## config.mk

```make
export PLATFORM = sky130hd
export DESIGN_NAME = parking_gate_ctrl
export DESIGN_NICKNAME = d
export VERILOG_FILES = /design/src/rtl/parking_pkg.sv /design/src/rtl/parking_occ_counter.sv /design/src/rtl/parking_gate_ctrl.sv
export SDC_FILE = /design/constraint.sdc
export NUM_CORES = 1
export LEC_CHECK = 0
export ABC_AREA = 1
export CAP_MARGIN = 10
export CORE_UTILIZATION = 45
export DETAILED_ROUTE_END_ITERATION = 10
export GPL_ROUTABILITY_DRIVEN = 0
export PLACE_DENSITY = 0.77
export SYNTH_ARGS = -nofsm -noshare
export SYNTH_HDL_FRONTEND = slang
export SYNTH_SLANG_ARGS = --single-unit
export TNS_END_PERCENT = 10
```

## constraint.sdc

```tcl
create_clock -name clk -period 2 [get_ports clk]
set_input_delay 0.2 -clock clk [delete_from_list [all_inputs] [get_ports clk]]
set_output_delay 0.2 -clock clk [all_outputs]
set_load 0.02 [all_outputs]
```

## src/rtl/parking_pkg.sv

```systemverilog
// Shared types and glyphs for the car-park entry controller.
package parking_pkg;

  typedef enum logic [2:0] {
    S_IDLE      = 3'd0,
    S_WAIT_PASS = 3'd1,
    S_FULL      = 3'd2,
    S_GRANT     = 3'd3,
    S_STOP      = 3'd4,
    S_LOCKOUT   = 3'd5
  } state_e;

  // 7-seg glyphs, active-low, bit order {g,f,e,d,c,b,a}
  localparam logic [6:0] SEG_BLANK = 7'h7F;
  localparam logic [6:0] SEG_E     = 7'h06;
  localparam logic [6:0] SEG_N     = 7'h2B;
  localparam logic [6:0] SEG_F     = 7'h0E;
  localparam logic [6:0] SEG_U     = 7'h41;
  localparam logic [6:0] SEG_6     = 7'h02;
  localparam logic [6:0] SEG_0     = 7'h40;
  localparam logic [6:0] SEG_5     = 7'h12;
  localparam logic [6:0] SEG_P     = 7'h0C;
  localparam logic [6:0] SEG_L     = 7'h47;
  localparam logic [6:0] SEG_O     = 7'h23;

  // Everything the driver panel shows for one state
  typedef struct packed {
    logic       green;
    logic       red;
    logic       gate;
    logic [6:0] hex1;
    logic [6:0] hex2;
  } panel_t;

  localparam panel_t PANEL_OFF = '{green: 1'b0, red: 1'b0, gate: 1'b0,
                                   hex1: SEG_BLANK, hex2: SEG_BLANK};

  // Panel contents for a state; blink is the divider phase for flashing LEDs
  function automatic panel_t state_panel(input state_e s, input logic blink);
    panel_t p;
    p = PANEL_OFF;
    case (s)
      S_WAIT_PASS: begin p.red = 1'b1;  p.hex1 = SEG_E; p.hex2 = SEG_N; end
      S_FULL:      begin p.red = 1'b1;  p.hex1 = SEG_F; p.hex2 = SEG_U; end
      S_GRANT:     begin p.green = blink; p.gate = 1'b1; p.hex1 = SEG_6; p.hex2 = SEG_0; end
      S_STOP:      begin p.red = blink; p.gate = 1'b1; p.hex1 = SEG_5; p.hex2 = SEG_P; end
      S_LOCKOUT:   begin p.red = blink; p.hex1 = SEG_L; p.hex2 = SEG_O; end
      default:     ;
    endcase
    return p;
  endfunction

endpackage

```

## src/rtl/parking_occ_counter.sv

```systemverilog
// Saturating occupancy counter: +1 on park, -1 on depart, simultaneous events cancel.
module parking_occ_counter
  import parking_pkg::*;
#(
  parameter int CAPACITY = 8,
  parameter int CNT_W    = $clog2(CAPACITY + 1)
) (
  input  logic             clk,
  input  logic             rst,
  input  logic             inc_i,
  input  logic             dec_i,
  output logic [CNT_W-1:0] count_o,
  output logic             full_o
);

  localparam logic [CNT_W-1:0] CAP = CNT_W'(CAPACITY);

  logic [CNT_W-1:0] cnt_q, cnt_d;

  // Next count: never wraps past CAPACITY or below zero
  always_comb begin
    cnt_d = cnt_q;
    if (inc_i && !dec_i && cnt_q != CAP)
      cnt_d = cnt_q + 1'b1;
    else if (dec_i && !inc_i && cnt_q != '0)
      cnt_d = cnt_q - 1'b1;
  end

  // Count register, cleared by reset
  always_ff @(posedge clk) begin
    if (!rst) cnt_q <= '0;
    else      cnt_q <= cnt_d;
  end

  assign count_o = cnt_q;
  assign full_o  = (cnt_q == CAP);

endmodule

```

## src/rtl/parking_gate_ctrl.sv

```systemverilog
// Multi-slot car-park entry controller: access-code FSM, retry lockout,
// entry timeout, occupancy tracking and registered panel outputs.
module parking_gate_ctrl
  import parking_pkg::*;
#(
  parameter int                CAPACITY    = 8,
  parameter int                PW_WIDTH    = 4,
  parameter logic [PW_WIDTH-1:0] PASS_CODE = 4'hA,
  parameter int                TIMEOUT     = 64,
  parameter int                MAX_TRIES   = 3,
  parameter int                LOCK_CYCLES = 256,
  parameter int                BLINK_LOG2  = 3,
  localparam int               CNT_W       = $clog2(CAPACITY + 1)
) (
  input  logic                clk,
  input  logic                rst,
  input  logic                entry,
  input  logic                exit,
  input  logic                depart,
  input  logic                pass_valid,
  input  logic [PW_WIDTH-1:0] pass_code,
  output logic                GREEN,
  output logic                RED,
  output logic                gate_open,
  output logic [CNT_W-1:0]    occupancy,
  output logic                full,
  output logic [6:0]          HEX_1,
  output logic [6:0]          HEX_2
);

  localparam int TMR_MAX = (TIMEOUT > LOCK_CYCLES) ? TIMEOUT : LOCK_CYCLES;
  localparam int TMR_W   = $clog2(TMR_MAX + 1);
  localparam int TRY_W   = $clog2(MAX_TRIES + 1);

  state_e           state_q, state_d;
  logic [TMR_W-1:0] timer_q, timer_d;
  logic [TRY_W-1:0] tries_q, tries_d, tries_inc;
  logic [BLINK_LOG2-1:0] blink_q;
  panel_t           panel_q;
  logic             code_ok, code_bad, park_inc, timer_clr;

  assign code_ok   = pass_valid && (pass_code == PASS_CODE);
  assign code_bad  = pass_valid && (pass_code != PASS_CODE);
  assign tries_inc = tries_q + 1'b1;

  // Next-state logic; timer restarts on any state change or a wrong code
  always_comb begin
    state_d   = state_q;
    tries_d   = tries_q;
    park_inc  = 1'b0;
    timer_clr = 1'b0;
    case (state_q)
      S_IDLE:
        if (entry) state_d = full ? S_FULL : S_WAIT_PASS;
      S_FULL:
        if (!entry)    state_d = S_IDLE;
        else if (!full) state_d = S_WAIT_PASS;
      S_WAIT_PASS: begin
        if (code_ok) begin
          state_d = S_GRANT;
          tries_d = '0;
        end else if (code_bad) begin
          tries_d = tries_inc;
          if (tries_inc == TRY_W'(MAX_TRIES)) state_d = S_LOCKOUT;
          else                                timer_clr = 1'b1;
        end else if (timer_q == TMR_W'(TIMEOUT - 1)) begin
          state_d = S_IDLE;
          tries_d = '0;
        end
      end
      S_GRANT:
        if (entry && exit) state_d = S_STOP;
        else if (exit) begin
          state_d  = S_IDLE;
          park_inc = 1'b1;
        end
      S_STOP:
        if (code_ok) state_d = S_GRANT;
      S_LOCKOUT:
        if (timer_q == TMR_W'(LOCK_CYCLES - 1)) begin
          state_d = S_IDLE;
          tries_d = '0;
        end
      default: state_d = S_IDLE;
    endcase

    if (state_d != state_q || timer_clr)
      timer_d = '0;
    else if (state_q == S_WAIT_PASS || state_q == S_LOCKOUT)
      timer_d = timer_q + 1'b1;
    else
      timer_d = '0;
  end

  // FSM, timer and retry registers
  always_ff @(posedge clk) begin
    if (!rst) begin
      state_q <= S_IDLE;
      timer_q <= '0;
      tries_q <= '0;
    end else begin
      state_q <= state_d;
      timer_q <= timer_d;
      tries_q <= tries_d;
    end
  end

  // Free-running blink divider; MSB is high for half of each 2**BLINK_LOG2 period
  always_ff @(posedge clk) begin
    if (!rst) blink_q <= '0;
    else      blink_q <= blink_q + 1'b1;
  end

  // Panel outputs follow the state register by one cycle
  always_ff @(posedge clk) begin
    if (!rst) panel_q <= PANEL_OFF;
    else      panel_q <= state_panel(state_q, blink_q[BLINK_LOG2-1]);
  end

  parking_occ_counter #(
    .CAPACITY(CAPACITY),
    .CNT_W   (CNT_W)
  ) u_occ (
    .clk    (clk),
    .rst    (rst),
    .inc_i  (park_inc),
    .dec_i  (depart),
    .count_o(occupancy),
    .full_o (full)
  );

  assign GREEN     = panel_q.green;
  assign RED       = panel_q.red;
  assign gate_open = panel_q.gate;
  assign HEX_1     = panel_q.hex1;
  assign HEX_2     = panel_q.hex2;

endmodule

```

==> results.txt <==
CP endpoint kind: flip-flop
Run status: complete, no violations
Hold Path Class: flip-flop to flip-flop
TritonCTS Sinks: 32
Xor/xnor share of the synthesized area: 4.36%
Sequential share of power: 37.2%
Yosys reg bits: 32
Largest net degree at the start of global routing: 11
Detailed Routing Iterations Pass 1: 4
First-pass GRT wire length: 5.55 mm
Nets: 277
Num CTS Buffers: 5
Core area: 3390 um^2
Met2 routed wirelength: 1.72 mm
Met3 WL: 175 um
Synth-to-layout area growth: 37.7%
PwrDens: 946 nW/um^2
Fmax: 511 MHz
Pint: 0.00136 W
Async SR Flop Fraction: 0%
Gate power share: 39.9%
Gate Count Post-Synth: 212
Synth unique cells: 27
Leak: 0.951 nW
Die Span Y: 61.7 um
Critical Path Source Type: flip-flop
Switch share: 35.0%
Dominant cells by area after synthesis: dfxtp_1, nand2_1, nor2_1, inv_1, nand3_1
Fill cells: 267
Root buf cell: clkbuf_4
Final min period: 1960 ps
Top Layer Used: met4
Synth top area share: 39.9%
1st-iter DRT viols: 33
Post-synthesis adder-cell area fraction: 5.92%
Clock transition at path regs: 100 ps
Clk buf depth: 2
Hpwl dp: 2.47 mm
Final Max Slew Viols: 0
Post-Layout Cell Count: 307
Clock power share: 22.9%
Maximum vdd ir drop: 410 uV
Register area: 651 um^2
Initial antenna violation count: 0
Worst Path Required: 2230 ps
Reg2reg setup slack: 40 ps
GRT Resource Usage Total: 20.2%
Main synth FF type: dfxtp_1
Drt via density: 4.85
Share of layout cells above drive strength 1: 27.2%
Clock Latency Late Sink: 340 ps
Crit Path Max Fanout: 3
WL/cell: 11.4 um
TritonCTS clock tree: done
Inserted Diodes: 0
Design Power: 0.00209 W
Antenna-violating nets left: 0
Vias in the first global route: 1421
Initial Util: 47.4%
Final Hold Vio Count: 0
NetSw: 0.000732 W
Area leader, netlist: dfxtp_1
Total global routing overflow: 0
Buffers on Ports: 30
Final setup fails: 0
I/O Pins: 32
Max_cap viols: 0
Drt drc: 0
Compound-cell area share of the yosys netlist: 6.31%
Post-synthesis mux area share: 0%
Die X: 61.7 um
Row Count: 21
Warnings from Yosys: 0
Synth Area per Inst: 7.57 um^2
Placed insts: 295
Critical path class: flip-flop to flip-flop
Post-synth EDFFs: 0
Post-synth top cells: dfxtp_1, nand2_1, nor2_1
Htree depth: 2
Final Routed Wirelength: 3.50 mm
Sequential area share after synthesis: 39.9%
Die area: 3810 um^2
Main combinational cell family by area after synthesis: simple AND/OR/NAND/NOR gates
Multi-input logic area: 880 um^2
Synth Area in Simple Gates: 33.0%
Synthesized area: 1610 um^2
Post-Syn Nets: 229
Fin Clk Skew: 12.9 ps
DRT met1 WL: 1.51 mm
CP arrival: 2190 ps
Final period util: 97.9%
Vias: 1490
-- through the flow --
step	utilization, %	hold WS, ps	TNS, ps	cell area [um^2]	setup WS, ps
final	65.2	437	0	2210	41.3
after detailed placement	59.7	412	-316	2020	-218
after floorplan	-	328	0	1610	46.8
after CTS	62.0	435	0	2100	24.7
after global routing	65.2	474	-54.7	2210	-54.7
after global placement	59.7	407	-172	2020	-122
-- state kept, by name (all words and copies together) (netlist names) --
name	count
GREEN	1
HEX_1	2
HEX_2	6
RED	1
blink_q	3
gate_open	1
state_q	3
timer_q	9
tries_q	2
u_occ.count_o	4
-- worst max-delay path: stages, from the launching register on --
cell      delay (ps)
dfxtp_4          370
inv_4             60
nand3_4           70
nor2_4           120
nand2_2           80
nor2_4           130
nand2_2           90
ha_4             210
a21o_1           160
a21oi_2          170
nand3b_1         180
nand3_1           90
nand2_1           70
nor2_1            40
-- cell usage in the layout (no fill, tap or decap), types with 4 or more instances in the layout --
master,n
a21oi_1,9
buf_4,17
clkbuf_4,5
clkdlybuf4s50_1,30
dfxtp_1,26
dfxtp_2,5
inv_1,26
inv_2,4
nand2_1,30
nand2_2,7
nand3_1,16
nor2_1,24
nor2_2,14
nor2_4,4
nor3_1,4
o21ai_0,7
xnor2_1,4
xor2_1,4
-- power by group through the flow --
stage	sequential (W)	clock (W)	combinational, W
6_report	0.000778	0.000478	0.000835
5_1_grt	0.000792	0.000529	0.000935
4_1_cts	0.000768	0.000484	0.000796
3_5_place_dp	0.000782	0	0.000780
3_3_place_gp	0.000781	0	0.000763
2_1_floorplan	0.000874	0	0.000394
-- area by class of cell --
| type | count | share of cell area (%) |
|---|---|---|
| Multi-Input combinational cell | 143 | 39.8 |
| Sequential cell | 32 | 29.4 |
| Timing Repair Buffer | 47 | 19.4 |
| Inverter | 31 | 5.38 |
| Tap cell | 46 | 2.60 |
| Clock buffer | 6 | 1.87 |
| Clock inverter | 2 | 1.58 |
-- final timing paths --
kind / cells past startpoint / startpoint / endpoint
setup reg to reg: 13 / state_q[2]$_SDFF_PN0_ / u_occ.count_o[3]$_SDFFE_PN0P_
hold / removal: 1 / blink_q[0]$_SDFF_PN0_ / blink_q[0]$_SDFF_PN0_
setup / recovery: 13 / state_q[2]$_SDFF_PN0_ / u_occ.count_o[3]$_SDFFE_PN0P_
hold reg to reg: 1 / blink_q[0]$_SDFF_PN0_ / blink_q[0]$_SDFF_PN0_
-- cells by family (layout without fill, tap and decap cells) --
family	after synthesis	in the layout
AOI/OAI and AO/OA	19	19
xor gates and xnor gates	8	8
adders and majority gates	7	7
buffers and inverters	38	86
DFF	32	32
other	1	1
and+or+nand+nor	107	108
-- timing repair --
action                                  in CTS  in global routing
hold buffers                                 0                  0
pin swaps                                    0                  9
resized for setup                            1                 19
buffers inserted                             0                  3
cloned                                       0                  1
hold endpoints to repair                     0                  0
endpoints found under the setup margin       1                 11
-- per-layer routing --
metal	vias up	GRT usage (%)
li1	752	-
met3	14	4.76
met1	660	23.3
met4	0	14.0
met5	-	0
met2	64	33.2
(Power assumes the default switching activity.)
